===== config.mk =====
export PLATFORM = sky130hd
export DESIGN_NAME = carpma_hakemi
export DESIGN_NICKNAME = d
export VERILOG_FILES = /design/src/rtl/carpma_hakemi_pkg.sv /design/src/rtl/carpma_izleyici.sv /design/src/rtl/carpma_hakemi.sv
export SDC_FILE = /design/constraint.sdc
export NUM_CORES = 1
export LEC_CHECK = 0
export CORE_AREA = 2 2 120 122
export CTS_CLUSTER_SIZE = 20
export DETAILED_ROUTE_END_ITERATION = 10
export DIE_AREA = 0 0 122 124
export MAX_ROUTING_LAYER = met4
export PLACE_DENSITY_LB_ADDON = 0.1
export RECOVER_POWER = 25
export REMOVE_ABC_BUFFERS = 1
export SETUP_SLACK_MARGIN = 0.1
export SLEW_MARGIN = 20
export SYNTH_ARGS = -nofsm -noshare
export SYNTH_HDL_FRONTEND = slang
export SYNTH_SLANG_ARGS = --single-unit

===== constraint.sdc =====
create_clock -name clk_i -period 4.4 [get_ports clk_i]
set_clock_uncertainty 0.1 [all_clocks]
set_input_delay 0.66 -clock clk_i [delete_from_list [all_inputs] [get_ports clk_i]]
set_output_delay 0.66 -clock clk_i [all_outputs]
set_load 0.05 [all_outputs]

===== src/rtl/carpma_hakemi_pkg.sv =====
// Shared codes for the multiplier arbiter: operation encodings, owner tags and
// the per-stage tracking record.
package carpma_hakemi_pkg;

  localparam logic [1:0] CARPMA_MUL    = 2'b00;
  localparam logic [1:0] CARPMA_MULH   = 2'b01;
  localparam logic [1:0] CARPMA_MULHSU = 2'b10;
  localparam logic [1:0] CARPMA_MULHU  = 2'b11;

  localparam logic HAKEM_SAHIP0 = 1'b0;
  localparam logic HAKEM_SAHIP1 = 1'b1;

  typedef struct packed {
    logic gecerli;
    logic sahip;
  } izleme_t;

endpackage


===== src/rtl/carpma_izleyici.sv =====
// Tracks which port owns each operation inside the multiplier pipeline.
// Shifts in lockstep with the multiplier and freezes with it on a hold.
module carpma_izleyici
  import carpma_hakemi_pkg::*;
#(
  parameter int unsigned GECIKME = 1
) (
  input  logic clk_i,
  input  logic rst_i,
  input  logic tutma_i,
  input  logic yukle_gecerli_i,
  input  logic yukle_sahip_i,
  output logic bas_gecerli_o,
  output logic bas_sahip_o,
  output logic herhangi_o
);

  izleme_t r_asama [GECIKME];

  genvar gi;
  generate
    for (gi = 0; gi < GECIKME; gi++) begin : g_asama
      if (gi == 0) begin : g_ilk
        always_ff @(posedge clk_i or posedge rst_i) begin
          if (rst_i) begin
            r_asama[gi] <= '0;
          end else if (!tutma_i) begin
            r_asama[gi] <= '{gecerli: yukle_gecerli_i, sahip: yukle_sahip_i};
          end
        end
      end else begin : g_sonraki
        always_ff @(posedge clk_i or posedge rst_i) begin
          if (rst_i) begin
            r_asama[gi] <= '0;
          end else if (!tutma_i) begin
            r_asama[gi] <= r_asama[gi-1];
          end
        end
      end
    end
  endgenerate

  always_comb begin
    herhangi_o = 1'b0;
    for (int i = 0; i < GECIKME; i++) begin
      herhangi_o = herhangi_o | r_asama[i].gecerli;
    end
  end

  assign bas_gecerli_o = r_asama[GECIKME-1].gecerli;
  assign bas_sahip_o   = r_asama[GECIKME-1].sahip;

endmodule


===== src/rtl/carpma_hakemi.sv =====
// Round-robin arbiter sharing one multiplier between two requesters; results
// return to their owner after the pipeline latency, stalling on backpressure.
module carpma_hakemi
  import carpma_hakemi_pkg::*;
#(
  parameter int unsigned GECIKME = 1
) (
  input  logic        clk_i,
  input  logic        rst_i,
  input  logic        istek0_gecerli_i,
  output logic        istek0_hazir_o,
  input  logic [1:0]  istek0_kontrol_i,
  input  logic [31:0] istek0_deger1_i,
  input  logic [31:0] istek0_deger2_i,
  output logic        sonuc0_gecerli_o,
  input  logic        sonuc0_hazir_i,
  output logic [31:0] sonuc0_o,
  input  logic        istek1_gecerli_i,
  output logic        istek1_hazir_o,
  input  logic [1:0]  istek1_kontrol_i,
  input  logic [31:0] istek1_deger1_i,
  input  logic [31:0] istek1_deger2_i,
  output logic        sonuc1_gecerli_o,
  input  logic        sonuc1_hazir_i,
  output logic [31:0] sonuc1_o,
  output logic        carp_durdur_o,
  output logic [1:0]  carp_kontrol_o,
  output logic [31:0] carp_deger1_o,
  output logic [31:0] carp_deger2_o,
  input  logic [31:0] carp_sonuc_i,
  output logic        mesgul_o
);

  logic w_bas_gecerli;
  logic w_bas_sahip;
  logic w_herhangi;
  logic w_durdur;
  logic w_verildi;
  logic w_kazanan;
  logic r_son_verilen;

  assign w_durdur = w_bas_gecerli &
                    ~((w_bas_sahip == HAKEM_SAHIP1) ? sonuc1_hazir_i : sonuc0_hazir_i);

  // Grants are masked during reset so no handshake completes while it is held.
  always_comb begin
    w_verildi = 1'b0;
    w_kazanan = HAKEM_SAHIP0;
    if (!w_durdur && !rst_i) begin
      if (istek0_gecerli_i && istek1_gecerli_i) begin
        w_verildi = 1'b1;
        w_kazanan = ~r_son_verilen;
      end else if (istek0_gecerli_i) begin
        w_verildi = 1'b1;
        w_kazanan = HAKEM_SAHIP0;
      end else if (istek1_gecerli_i) begin
        w_verildi = 1'b1;
        w_kazanan = HAKEM_SAHIP1;
      end
    end
  end

  always_ff @(posedge clk_i or posedge rst_i) begin
    if (rst_i) begin
      r_son_verilen <= HAKEM_SAHIP1;
    end else if (w_verildi) begin
      r_son_verilen <= w_kazanan;
    end
  end

  // Idle cycles feed zeros so the multiplier's internal state stays deterministic.
  always_comb begin
    carp_kontrol_o = CARPMA_MUL;
    carp_deger1_o  = '0;
    carp_deger2_o  = '0;
    if (w_verildi) begin
      if (w_kazanan == HAKEM_SAHIP1) begin
        carp_kontrol_o = istek1_kontrol_i;
        carp_deger1_o  = istek1_deger1_i;
        carp_deger2_o  = istek1_deger2_i;
      end else begin
        carp_kontrol_o = istek0_kontrol_i;
        carp_deger1_o  = istek0_deger1_i;
        carp_deger2_o  = istek0_deger2_i;
      end
    end
  end

  carpma_izleyici #(
    .GECIKME(GECIKME)
  ) u_izleyici (
    .clk_i          (clk_i),
    .rst_i          (rst_i),
    .tutma_i        (w_durdur),
    .yukle_gecerli_i(w_verildi),
    .yukle_sahip_i  (w_kazanan),
    .bas_gecerli_o  (w_bas_gecerli),
    .bas_sahip_o    (w_bas_sahip),
    .herhangi_o     (w_herhangi)
  );

  assign istek0_hazir_o   = w_verildi & (w_kazanan == HAKEM_SAHIP0);
  assign istek1_hazir_o   = w_verildi & (w_kazanan == HAKEM_SAHIP1);
  assign sonuc0_gecerli_o = w_bas_gecerli & (w_bas_sahip == HAKEM_SAHIP0);
  assign sonuc1_gecerli_o = w_bas_gecerli & (w_bas_sahip == HAKEM_SAHIP1);
  assign sonuc0_o         = carp_sonuc_i;
  assign sonuc1_o         = carp_sonuc_i;
  assign carp_durdur_o    = w_durdur;
  assign mesgul_o         = w_herhangi;

endmodule


# Yosys cells after proc, flatten, opt, wreduce, memory -nomap -nowiden
# Cells that the tools add are included.
[op_classes]
reduce_logical = 4
n_bitwise = 9
n_mux = 14
[ops]
columns = ["cell", "n"]
rows = [
  ["32-bit two-way mux", 4],
  ["1-bit two-way mux", 8],
  ["1-bit bitwise AND", 5],
  ["2-bit two-way mux", 2],
  ["1-bit inverter", 4],
  ["1-bit logical AND", 2],
  ["1-bit zero test", 2],
]
[word_totals]
inputBits = 170
reg_bits = 3
elab_cells = 30

# Longest topological paths before layout
[logic_depth]
ltp_word = 8
mapped_depth = 6

# Cells and area by module
# From an unflattened synthesis, not the netlist that was laid out.
[hier_totals]
hier_cells = 308
area_unflattened_um2 = 1714.1
[by_module_without_submodules]
columns = ["module", "instances", "seq_area_each_um2", "area_each_um2", "cells_each"]
rows = [
  ["carpma_hakemi", 1, 26.3, 1630.3, 302],
  ["carpma_izleyici", 1, 50.0, 83.8, 6],
]

# Worst setup path after synthesis
# Ideal clock, no wire load.
[synth_timing]
path_kind = "input to output"
start = "in sonuc1_hazir_i"
end = "out istek1_hazir_o"
n_path_buf = 1
path_stages = 4
arrival_ps = 2401
slack_ps = 1239
path_cell_list = "mux2i_1 -> and2_1 -> clkbuf_1 -> nor3_1"
[synth_via]
elab_chain_len = 7
word_cells_on_any_way = 8
cone_classes = "mux: 3; bitwise: 3; reduce/logical: 2"
[synth_rtl]
columns = ["item", "line", "rtl"]
rows = [
  ["start, declared", "carpma_hakemi.sv:24", "input logic sonuc1_hazir_i,"],
  ["1-bit two-way mux (*)", "carpma_hakemi.sv:43", "~((w_bas_sahip == HAKEM_SAHIP1) ? sonuc1_hazir_i : sonuc0_hazir_i);"],
  ["1-bit inverter (*)", "carpma_hakemi.sv:43", ""],
  ["1-bit bitwise AND (*)", "carpma_hakemi.sv:42", "assign w_durdur = w_bas_gecerli &"],
  ["via carp_durdur_o", "carpma_hakemi.sv:26", "output logic carp_durdur_o,"],
  ["1-bit zero test (*)", "--", ""],
  ["1-bit logical AND (*)", "carpma_hakemi.sv:49", "if (!w_durdur && !rst_i) begin"],
  ["1-bit two-way mux", "carpma_hakemi.sv:49", ""],
  ["1-bit bitwise AND (*)", "carpma_hakemi.sv:103", "assign istek1_hazir_o = w_verildi & (w_kazanan == HAKEM_SAHIP1);"],
  ["end, declared", "carpma_hakemi.sv:19", "output logic istek1_hazir_o,"],
]
# The timed path passes the listed nets; every way through them passes the cells marked *.

# Worst setup path after layout
[layout_timing]
start = "in istek0_gecerli_i"
end = "out carp_kontrol_o[0]"
[layout_via]
elab_chain_len = 5
word_cells_on_any_way = 9
cone_classes = "mux: 8; reduce/logical: 1"
[layout_rtl]
columns = ["item", "line", "rtl"]
rows = [
  ["start, declared", "carpma_hakemi.sv:10", "input logic istek0_gecerli_i,"],
  ["1-bit two-way mux or 1-bit logical AND (tied branches)", "carpma_hakemi.sv:53, carpma_hakemi.sv:50", ""],
  ["1-bit two-way mux", "carpma_hakemi.sv:50", "if (istek0_gecerli_i && istek1_gecerli_i) begin"],
  ["1-bit two-way mux", "carpma_hakemi.sv:49", ""],
  ["2-bit two-way mux", "carpma_hakemi.sv:77", "if (w_kazanan == HAKEM_SAHIP1) begin"],
  ["2-bit two-way mux (*)", "carpma_hakemi.sv:76", "if (w_verildi) begin"],
  ["end, declared", "carpma_hakemi.sv:27", "output logic [1:0] carp_kontrol_o,"],
]
# Mark *: on every way between the ends. The rest lies on a longest branch, timed or not.

==> out/qor.txt <==
Register area share after synthesis - 0.0441
Die Y - 124 um
Sink Count - 3
RD Place Congestion - 0.693
First-pass GRT wire length - 13.9 mm
Setup WS pre-CTS - 0.747 ns
Outcome - completed
RSZ-0062 raised after global routing - no
CP startpoint - istek0_gecerli_i
IO Port Bufs - 209
Most common cell after layout, fill and taps aside - clkdlybuf4s50_1
Max Clk Rate - 0.278 GHz
ANT cells - 0
Syn Inst Count - 306
Post-CTS setup buffers - 0
CTS clk-pin slew, worst paths - 0.03 ns
PD cells - 225 mW/mm^2
CTS tree - done
CORE AREA - 0.0137 sq mm
Adder-Cell Fraction of Synth Area - 0
Number of max-cap violations - 0
Setup crit end kind - primary output
Skew-Pair Late Insertion Delay - 0.22 ns
Period utilization - 0.816
# nets final - 607
Setup TNS - 0 ns
Post-synthesis mux area share - 0.00578
Largest net degree at the start of global routing - 67
XOR/XNOR share of the synthesized area - 0
CP required - 3.64 ns
Fraction of registers with async set/reset - 1.00
Chip width - 122 um
Post-Place Cells - 612
Hold_sp - r_son_verilen$_DFFE_PP1P_
Antenna Nets Post-Route - 0
Setup ws final - 0.809 ns
Number of flops mapped to enable cells by yosys - 0
Critical Path, Cell by Cell - clkdlybuf4s50_1 -> a21bo_2 -> buf_4 -> nand2_1 -> a21oi_1 -> buf_4
Top cell type's share of synthesized area - 0.290
Clk root buf - clkbuf_16
Max-slew headroom - 0.380
First-pass DRT Iterations - 4
Top FF cell, synth - dfrtp_1
# H-tree levels - 1
Top-Level Pins - 306
Vias in the first global route - 2373
Synth Warn # - 0
Leading area contributor after synthesis - nand2_1
Worst-Margin Slew - 0.930 ns
Slowest stage delay, CP - 0.57 ns
Overall global routing resource usage - 0.126
Mapped Area - 0.00173 sq mm
Via density - 3.96
Crit path kind - in2out
Most frequent cells in the layout - clkdlybuf4s50_1, nand2_1, buf_4
Share of cells above drive strength 1 - 0.245
Final setup vio count - 0
Hold Path Class - reg2reg
Num CTS Buffers - 3
Clock Tree Buf Depth - 2
Final Hold Vio Count - 0
CP Launch Type - primary input
Final core occ - 0.248
Lkg Pwr - 1.44 nW
Post-Syn Area per Cell - 5.66 sq um
Fin cells - 616
Slew Viols, Final - 0
Area grow syn2layout - 96.5%
CTS Hold Buffers Added - 0
Dpl hpwl - 8.24 mm
Crit path time final - 3.59 ns
Worst VDD drop - 0.000108 V
Starting density of the core - 0.126
Fin area - 0.00340 sq mm
Routed WL - 10.4 mm
Initial antenna violation count - 0
R2R Path Start - r_son_verilen$_DFFE_PP1P_
Full die area - 0.0151 sq mm
Max stage delay cell, worst path - clkdlybuf4s50_1
Synth Area in Compound Gates - 0.289
Synth Area in Simple Gates - 0.309
Synthesis-stage register bit count - 3
# rows - 43
Unique masters post-synth - 22
Critical Path Fanout Max - 41
Most frequent CP cell - buf_4
DRC - 0
GR Overflow Total - 0
Initial drt markers - 107
Placed cell area - 0.00332 sq mm
Synth top area cells - nand2_1, buf_4, a21oi_2
Largest family of logic cells by synthesized area - buffers and inverters
Post-CTS Resized - 0
Vias - 2437
WP data arrival - 2.83 ns
WL/cell - 16.9 um
## report_power, final
part	internal [mW]	total (mW)	leakage, nW	switching, mW
Sequential	0.0350	0.0422	0.0352	0.00720
Combinational	0.226	0.576	1.36	0.350
Clock	0.120	0.146	0.0382	0.0265
## layer usage
layer / vias up / global-route usage / part of all wire / wire length [um]
met1: 1070 / 0.147 / 0.40 / 4200
met2: 193 / 0.174 / 0.42 / 4340
li1: 1170 / - / - / -
met4: 0 / 0.0208 / 0.0049 / 51
met5: - / - / 0 / 0
met3: 4 / 0.0962 / 0.18 / 1840
## cell type report
type                            count  area (sq um)
Multi-Input combinational cell    214          1060
Fill cell                        1534         10300
Clock buffer                        4          78.8
Sequential cell                     3          76.3
Tap cell                          180           225
Inverter                            2          7.51
Timing Repair Buffer              213          1960
## flip-flops by register name, indices dropped and copies added, names as in the netlist
register,count
u_izleyici.bas_gecerli_o,1
r_son_verilen,1
u_izleyici.bas_sahip_o,1
## path summary, 6_finish.rpt
path | endpoint | slack, ns | cells past startpoint
worst max-delay path | carp_kontrol_o[0] | 0.81 | 6
worst min-delay path | r_son_verilen$_DFFE_PP1P_ | 0.45 | 1
worst max register to register | u_izleyici.bas_sahip_o$_DFFE_PP0N_ | 2.38 | 3
worst min register to register | r_son_verilen$_DFFE_PP1P_ | 0.45 | 1
max in group asynchronous | r_son_verilen$_DFFE_PP1P_ | 3.20 | 2
min in group asynchronous | u_izleyici.bas_gecerli_o$_DFFE_PP0N_ | 0.79 | 2
## worst max-delay path, delay by kind of cell
family,cells,cell delay [ns]
and+or+nand+nor,1,0.10
buffers and inverters,3,1.30
AOI/OAI and AO/OA,2,0.75
## cell families (layout without fill, tap and decap cells)
| logic type | count (synthesis) | count (layout) |
|---|---|---|
| AND/OR/NAND/NOR | 140 | 140 |
| AO/OA/AOI/OAI | 73 | 73 |
| buffers and inverters | 89 | 219 |
| flip-flops | 3 | 3 |
| multiplexers | 1 | 1 |
## through the flow
step                      hold WS, ns  power (mW)
final                           0.451       0.765
after global routing            0.464       0.809
after CTS                       0.452       0.775
after detailed placement        0.447       0.625
after global placement          0.437       0.626
after floorplan                 0.313       0.377
## synth_stat cells, types with 2 or more instances
cell / instances
a21oi_1: 37
a21oi_2: 30
buf_2: 8
buf_4: 65
buf_6: 3
clkbuf_1: 11
dfrtp_1: 2
inv_1: 2
nand2_1: 134
nor2_1: 2
No activity file was read; power rests on OpenSTA's default activity.
